### src/rtl/bit_serial_adder.sv
// Bit-serial adder: computes {cout,sum} = a + b + cin one bit per clock,
// LSB first, using a single full-adder stage, a carry flop and a small FSM
// (IDLE -> SHIFT for WIDTH edges -> DONE for one cycle -> IDLE).
module bit_serial_adder #(
  parameter int WIDTH = 8
) (
  input  logic             clk,
  input  logic             rst_n,
  input  logic             start,
  input  logic [WIDTH-1:0] a,
  input  logic [WIDTH-1:0] b,
  input  logic             cin,
  output logic             busy,
  output logic             done,
  output logic [WIDTH-1:0] sum,
  output logic             cout
);

  localparam int CNT_W = $clog2(WIDTH) + 1;
  localparam logic [CNT_W-1:0] LAST_BIT = CNT_W'(WIDTH - 1);

  localparam logic [1:0] ST_IDLE  = 2'd0;
  localparam logic [1:0] ST_SHIFT = 2'd1;
  localparam logic [1:0] ST_DONE  = 2'd2;

  logic [1:0]       state_q, state_d;
  logic [WIDTH-1:0] a_q, a_d;
  logic [WIDTH-1:0] b_q, b_d;
  logic [WIDTH-1:0] sum_q, sum_d;
  logic             carry_q, carry_d;
  logic [CNT_W-1:0] cnt_q, cnt_d;

  logic fa_s;
  logic fa_c;

  // Full-adder stage on the current LSBs of the operand shift registers.
  always_comb begin
    fa_s = a_q[0] ^ b_q[0] ^ carry_q;
    fa_c = (a_q[0] & b_q[0]) | (a_q[0] & carry_q) | (b_q[0] & carry_q);
  end

  // Next-state and datapath update; start is only honoured in IDLE, so
  // operands are frozen for the whole operation and the result holds after it.
  always_comb begin
    state_d = state_q;
    a_d     = a_q;
    b_d     = b_q;
    sum_d   = sum_q;
    carry_d = carry_q;
    cnt_d   = cnt_q;
    case (state_q)
      ST_IDLE: begin
        if (start) begin
          a_d     = a;
          b_d     = b;
          carry_d = cin;
          cnt_d   = '0;
          state_d = ST_SHIFT;
        end
      end
      ST_SHIFT: begin
        a_d     = a_q >> 1;
        b_d     = b_q >> 1;
        sum_d   = {fa_s, sum_q[WIDTH-1:1]};
        carry_d = fa_c;
        cnt_d   = cnt_q + 1'b1;
        if (cnt_q == LAST_BIT) begin
          state_d = ST_DONE;
        end
      end
      ST_DONE: begin
        state_d = ST_IDLE;
      end
      default: begin
        state_d = ST_IDLE;
      end
    endcase
  end

  // State and datapath registers; reset clears everything asynchronously.
  always_ff @(posedge clk or negedge rst_n) begin
    if (!rst_n) begin
      state_q <= ST_IDLE;
      a_q     <= '0;
      b_q     <= '0;
      sum_q   <= '0;
      carry_q <= 1'b0;
      cnt_q   <= '0;
    end else begin
      state_q <= state_d;
      a_q     <= a_d;
      b_q     <= b_d;
      sum_q   <= sum_d;
      carry_q <= carry_d;
      cnt_q   <= cnt_d;
    end
  end

  // Status and result outputs decode directly from registered state.
  always_comb begin
    busy = (state_q == ST_SHIFT);
    done = (state_q == ST_DONE);
    sum  = sum_q;
    cout = carry_q;
  end

endmodule

### config.mk
export PLATFORM = sky130hd
export DESIGN_NAME = bit_serial_adder
export DESIGN_NICKNAME = d
export VERILOG_FILES = /design/src/rtl/bit_serial_adder.sv
export SDC_FILE = /design/constraint.sdc
export NUM_CORES = 1
export LEC_CHECK = 0
export ABC_AREA = 0
export BUFFER_PORTS_ARGS = -buffer_cell sky130_fd_sc_hd__buf_4
export CAP_MARGIN = 20
export CORE_MARGIN = 1.5
export CORE_UTILIZATION = 52
export CTS_BUF_LIST = sky130_fd_sc_hd__clkbuf_16
export CTS_CLUSTER_DIAMETER = 60
export CTS_CLUSTER_SIZE = 30
export DETAILED_ROUTE_END_ITERATION = 16
export PLACE_DENSITY = 0.8
export SYNTH_ARGS = -nofsm -noshare
export SYNTH_HDL_FRONTEND = slang
export SYNTH_SLANG_ARGS = --single-unit
### constraint.sdc
create_clock -name clk -period 1.46 [get_ports clk]
set_input_delay 0.219 -clock clk [delete_from_list [all_inputs] [get_ports clk]]
set_output_delay 0.219 -clock clk [all_outputs]
set_load 0.02 [all_outputs]
## Word level (Yosys, flattened, before mapping)

Index checks and enable logic that the tools add are counted.

| cells by class | value |
|---|---|
| bitwise logic cells | 7 |
| $add $sub $neg | 1 |
| equal/unequal tests | 5 |
| reduce and logical (&&, ||, !) cells | 4 |
| mux-type cells | 11 |

Operators by type and width:

| operator | number |
|---|---|
| $pmux 8 s2 | 2 |
| $mux 8 | 2 |
| $pmux 4 s2 | 1 |
| $add 4x1->4 const B | 1 |
| $eq 4x3->1 const B | 1 |
| $mux 2 | 2 |
| $mux 4 | 1 |
| $pmux 2 s2 | 1 |
| $reduce_and 2->1 | 2 |
| $and 1x1->1 | 3 |
| $eq 2x1->1 const B | 1 |
| $eq 2x2->1 const B | 1 |
| $logic_not 2->1 | 1 |
| $ne 2x1->1 const B | 1 |
| $ne 2x2->1 const B | 1 |
| $or 1x1->1 | 2 |
| $pmux 1 s2 | 1 |
| $reduce_bool 2->1 | 1 |
| $xor 1x1->1 | 2 |
| $mux 1 | 1 |

| storage, ports and cells | value |
|---|---|
| output and inout bits | 11 |
| bits in registers | 31 |
| logic and storage cells | 34 |
| input port bits | 20 |

## Longest topological paths before layout

| depth | value |
|---|---|
| word-level depth | 4 |
| depth in mapped cells | 5 |
| gate-level depth less buffers | 4 |

## Worst setup path after synthesis

Ideal clock, no wire load.

| timing | value |
|---|---|
| path type | register to register |
| start point | register carry_q, in the netlist cout |
| end point | register carry_q, in the netlist cout |
| data required time | 1333 ps |
| stages on the path, launching flop included | 4 |
| data arrival time | 1065 ps |
| setup time | 127 ps |
| slack | 268 ps |
| buffers on the path | 0 |
| period minus slack after synthesis | 1192 ps |
| cell sequence | dfrtp_1 > fa_1 > mux2i_1 > o21ai_0 |

| between the ends | value |
|---|---|
| longest elaborated chain between the ends | 4 |
| elaborated cells on any way between the ends | 5 |
| those cells by class | mux (1); bitwise (4) |

Ends and longest elaborated chain:

| element | RTL line | source |
|---|---|---|
| start, declared | 30 | `logic carry_q, carry_d;` |
| start signal, assigned | 94 | `carry_q <= carry_d;` |
| $and 1x1->1 | 39 | `fa_c = (a_q[0] & b_q[0]) \| (a_q[0] & carry_q) \| (b_q[0] & carry_q);` |
| $or 1x1->1 | 39 |  |
| $or 1x1->1 * | 39 |  |
| $pmux 1 s2 * | 51 | `case (state_q)` |

Every way passes the cells marked *; elsewhere a longest branch is shown, timed or not.
A chain may end at the register's enable or synchronous reset.

## Worst setup path in the final report

| timing | value |
|---|---|
| start point | register state_q[1] |
| end point | output busy |

| between the ends | value |
|---|---|
| longest elaborated chain between the ends | 1 |

Ends and longest elaborated chain:

| element | RTL line | source |
|---|---|---|
| start, declared | 26 | `logic [1:0] state_q, state_d;` |
| start signal, assigned | 90 | `state_q <= state_d;` |
| $eq 2x1->1 | 101 | `busy = (state_q == ST_SHIFT);` |
| end, declared | 13 | `output logic busy,` |

No other way between the ends.

==> impl_results.md <==
* First-pass GRT wire length at 4440 um
* Final-stage net count at 191
* Core ar. at 0.00250 mm^2
* Post-placement cell area at 0.00164 mm^2
* Worst Path Buf+Inv at 2
* # IOs at 31
* Leakage at 0.865 nW
* Hold WC Path Type: primary input to flip-flop
* Pins Over Slew Limit at 0
* Peak VDD IR at 1.54 mV
* Die height at 54.7 um
* PortBufs at 30
* Synth cell types at 28
* Crit Path Category: flip-flop to output pin
* Pwr Density at 2200 mW/mm^2
* Detailed-route DRC error count at 0
* Final WL at 2710 um
* Synth warn at 0
* Critical path fanouts, max at 11
* Total Routing Usage GR at 21.5%
* Status: completed
* H-tree depth at 2
* Critical Path Sink Type: output pin
* Post-CTS Repair Setup Buffers at 0
* Max_cap viols at 0
* Avg WL per Cell at 13.5 um
* Clk sink count at 31
* CP Depth at 3
* DR top layer: met4
* Layout cells sized above 1 at 25.9%
* DRT antenna net count at 0
* CTS tree: done
* DR iter-0 viols at 8
* Sequential area share after synthesis at 55.9%
* Syn Area/Cell at 10.4 um^2
* Post-DP HPWL at 1850 um
* Tightest Pin Transition at 0.391 ns
* Worst-path clk slew at 0.05 ns
* Placed cells at 191
* Slew headroom at 73.9%
* Setup TNS Final at 0 ns
* Crit-path max cell delay at 0.40 ns
* Dpl ws at 0.164 ns
* Final GP Congestion at 0.742
* Met2 routed WL at 1350 um
* Setup ws final at 0.0875 ns
* Finished Cell Area at 0.00180 mm^2
* Non-filler cells, final at 200
* CTS Buffer Depth at 2
* CP cell instances: nand2b_4, inv_2, buf_4
* FF-to-FF path depth at 4
* Syn_nets at 156
* Die width at 54.7 um
* Via count at 1,057
* Synth Instances at 134
* Worst path required time at 1.24 ns
* Final worst path period need at 1.37 ns
* Critical Path Start Type: flip-flop
* Total gr overflow at 0
* Core Util, Final at 71.8%
* Vias in the first global route at 1,049
* Top delay family on crit path: flip-flops
* CP max-delay cell: dfrtp_1
* Fmax at 729 MHz
* Pin count of the biggest net entering global routing at 32
* Arrival time worst endpoint at 1.15 ns
* Final Hold Viols at 0
* DR vias/cell at 5.29
* Setup violations, final at 0
* #FFs+latches synth at 31
* Synthesized area at 0.00139 mm^2
* Drt first pass iters at 4
* Initial Util at 55.6%
* RSZ-0062 raised after global routing: false
* Clk Latency, worst-skew pair at 0.27 ns
* TritonCTS Buffers at 5
* Met3 WL at 147 um
* Root Driver: clkbuf_16
* ANT cells at 0
* Layout Skew at 0.00540 ns
* Die area at 0.00299 mm^2
* Period Utilization, post-route at 94.0%
* Metal-1 WL at 1170 um
* Area growth from synthesis to layout at 29.3%
* Row count at 18
* Initial antenna violation count at 0
* Hold depth at 3
-- cell type report --
| class | count | area [um^2] |
|---|---|---|
| Tap cell | 30 | 37.5 |
| Clock inverter | 3 | 12.5 |
| Inverter | 3 | 11.3 |
| Sequential cell | 31 | 776 |
| Fill cell | 193 | 704 |
| Timing Repair Buffer | 35 | 278 |
| Clock buffer | 5 | 125 |
| Multi-Input combinational cell | 93 | 556 |
-- kinds of logic (layout without fill, tap and decap cells) --
logic type | count (synthesis) | after routing | share of synthesized area [%]
AOI/OAI and AO/OA | 26 | 26 | 11.2
adders and majority gates | 2 | 2 | 2.34
buffers and inverters | 10 | 46 | 4.50
DFF | 31 | 31 | 55.9
muxes | 15 | 15 | 10.8
and+or+nand+nor | 50 | 50 | 15.3
-- metal layers --
| layer | vias to the layer above | GRT usage (%) |
|---|---|---|
| li1 | 518 | - |
| met1 | 508 | 24.9 |
| met2 | 25 | 35.7 |
| met3 | 6 | 7.65 |
| met4 | 0 | 8.75 |
| met5 | - | 0 |
-- repair_timing --
| action | 4_1_cts | 5_1_grt |
|---|---|---|
| resized for setup | 2 | 0 |
| hold endpoints to repair | 31 | 0 |
| setup endpoints to repair | 1 | 0 |
| hold buffers | 1 | 0 |
-- path summary, 6_finish.rpt --
| check | start | end | slack, ns |
|---|---|---|---|
| hold reg to reg | cnt_q[3] | state_q[1] | 0.48 |
| max in group asynchronous | rst_n | cnt_q[2] | 0.75 |
| setup / recovery | state_q[1] | busy | 0.09 |
| setup reg to reg | state_q[0] | b_q[6] | 0.21 |
| hold / removal | a[0] | a_q[0] | 0.24 |
| min in group asynchronous | rst_n | sum[2] | 0.42 |
-- placed cells by master, fill, tap and decap left out, drive strengths merged, types with 2 or more instances in the layout --
master,n
nand2,42
o21bai,2
mux2i,15
inv,5
dfrtp,31
o21ai,18
clkbuf,5
buf,34
-- power breakdown --
group	internal [mW]	switching [mW]	leakage (nW)	total (mW)
Sequential	1.23	0.271	0.393	1.50
Combinational	0.688	0.799	0.395	1.49
Clock	0.614	0.352	0.0762	0.966
-- through the flow --
step | power (mW) | hold slack (ns)
2_1_floorplan | 2.50 | -0.0766
3_5_place_dp | 2.99 | 0.173
3_3_place_gp | 2.90 | 0.169
5_1_grt | 4.25 | 0.248
6_report | 3.96 | 0.237
4_1_cts | 4.00 | 0.232
-- synth_stat cells --
cell,number,area (um^2)
nand2_1,42,158
dfrtp_1,31,776
o21ai_0,17,85.1
mux2i_1,15,150
buf_2,4,20.0
inv_1,3,11.3
a21o_1,1,7.51
a21oi_1,1,5.00
a22o_1,1,8.76
a31oi_1,1,6.26
a32o_1,1,10.0
a41oi_1,1,8.76
and2b_1,1,7.51
buf_6,1,11.3
buf_8,1,15.0
clkbuf_2,1,5.00
fa_1,1,20.0
ha_1,1,12.5
nand2b_2,1,8.76
nand3_1,1,5.00
nor2_1,1,3.75
nor2b_1,1,6.26
nor3_1,1,5.00
nor3b_2,1,12.5
o21ai_1,1,5.00
o21bai_1,1,7.51
o21bai_2,1,11.3
or3_1,1,6.26
-- flip-flops by register name (all words and copies together) (netlist names) --
register and cells:
state_q 2, a_q 8, b_q 8, cout 1, sum 8, cnt_q 4
-- worst register-to-register path: stages, from the launching register on --
cell and delay (ns):
dfrtp_1 0.46, nand2b_4 0.18, buf_12 0.19, mux2i_1 0.22, o21ai_0 0.09
Note: power is estimated with default switching activity, not from simulation.
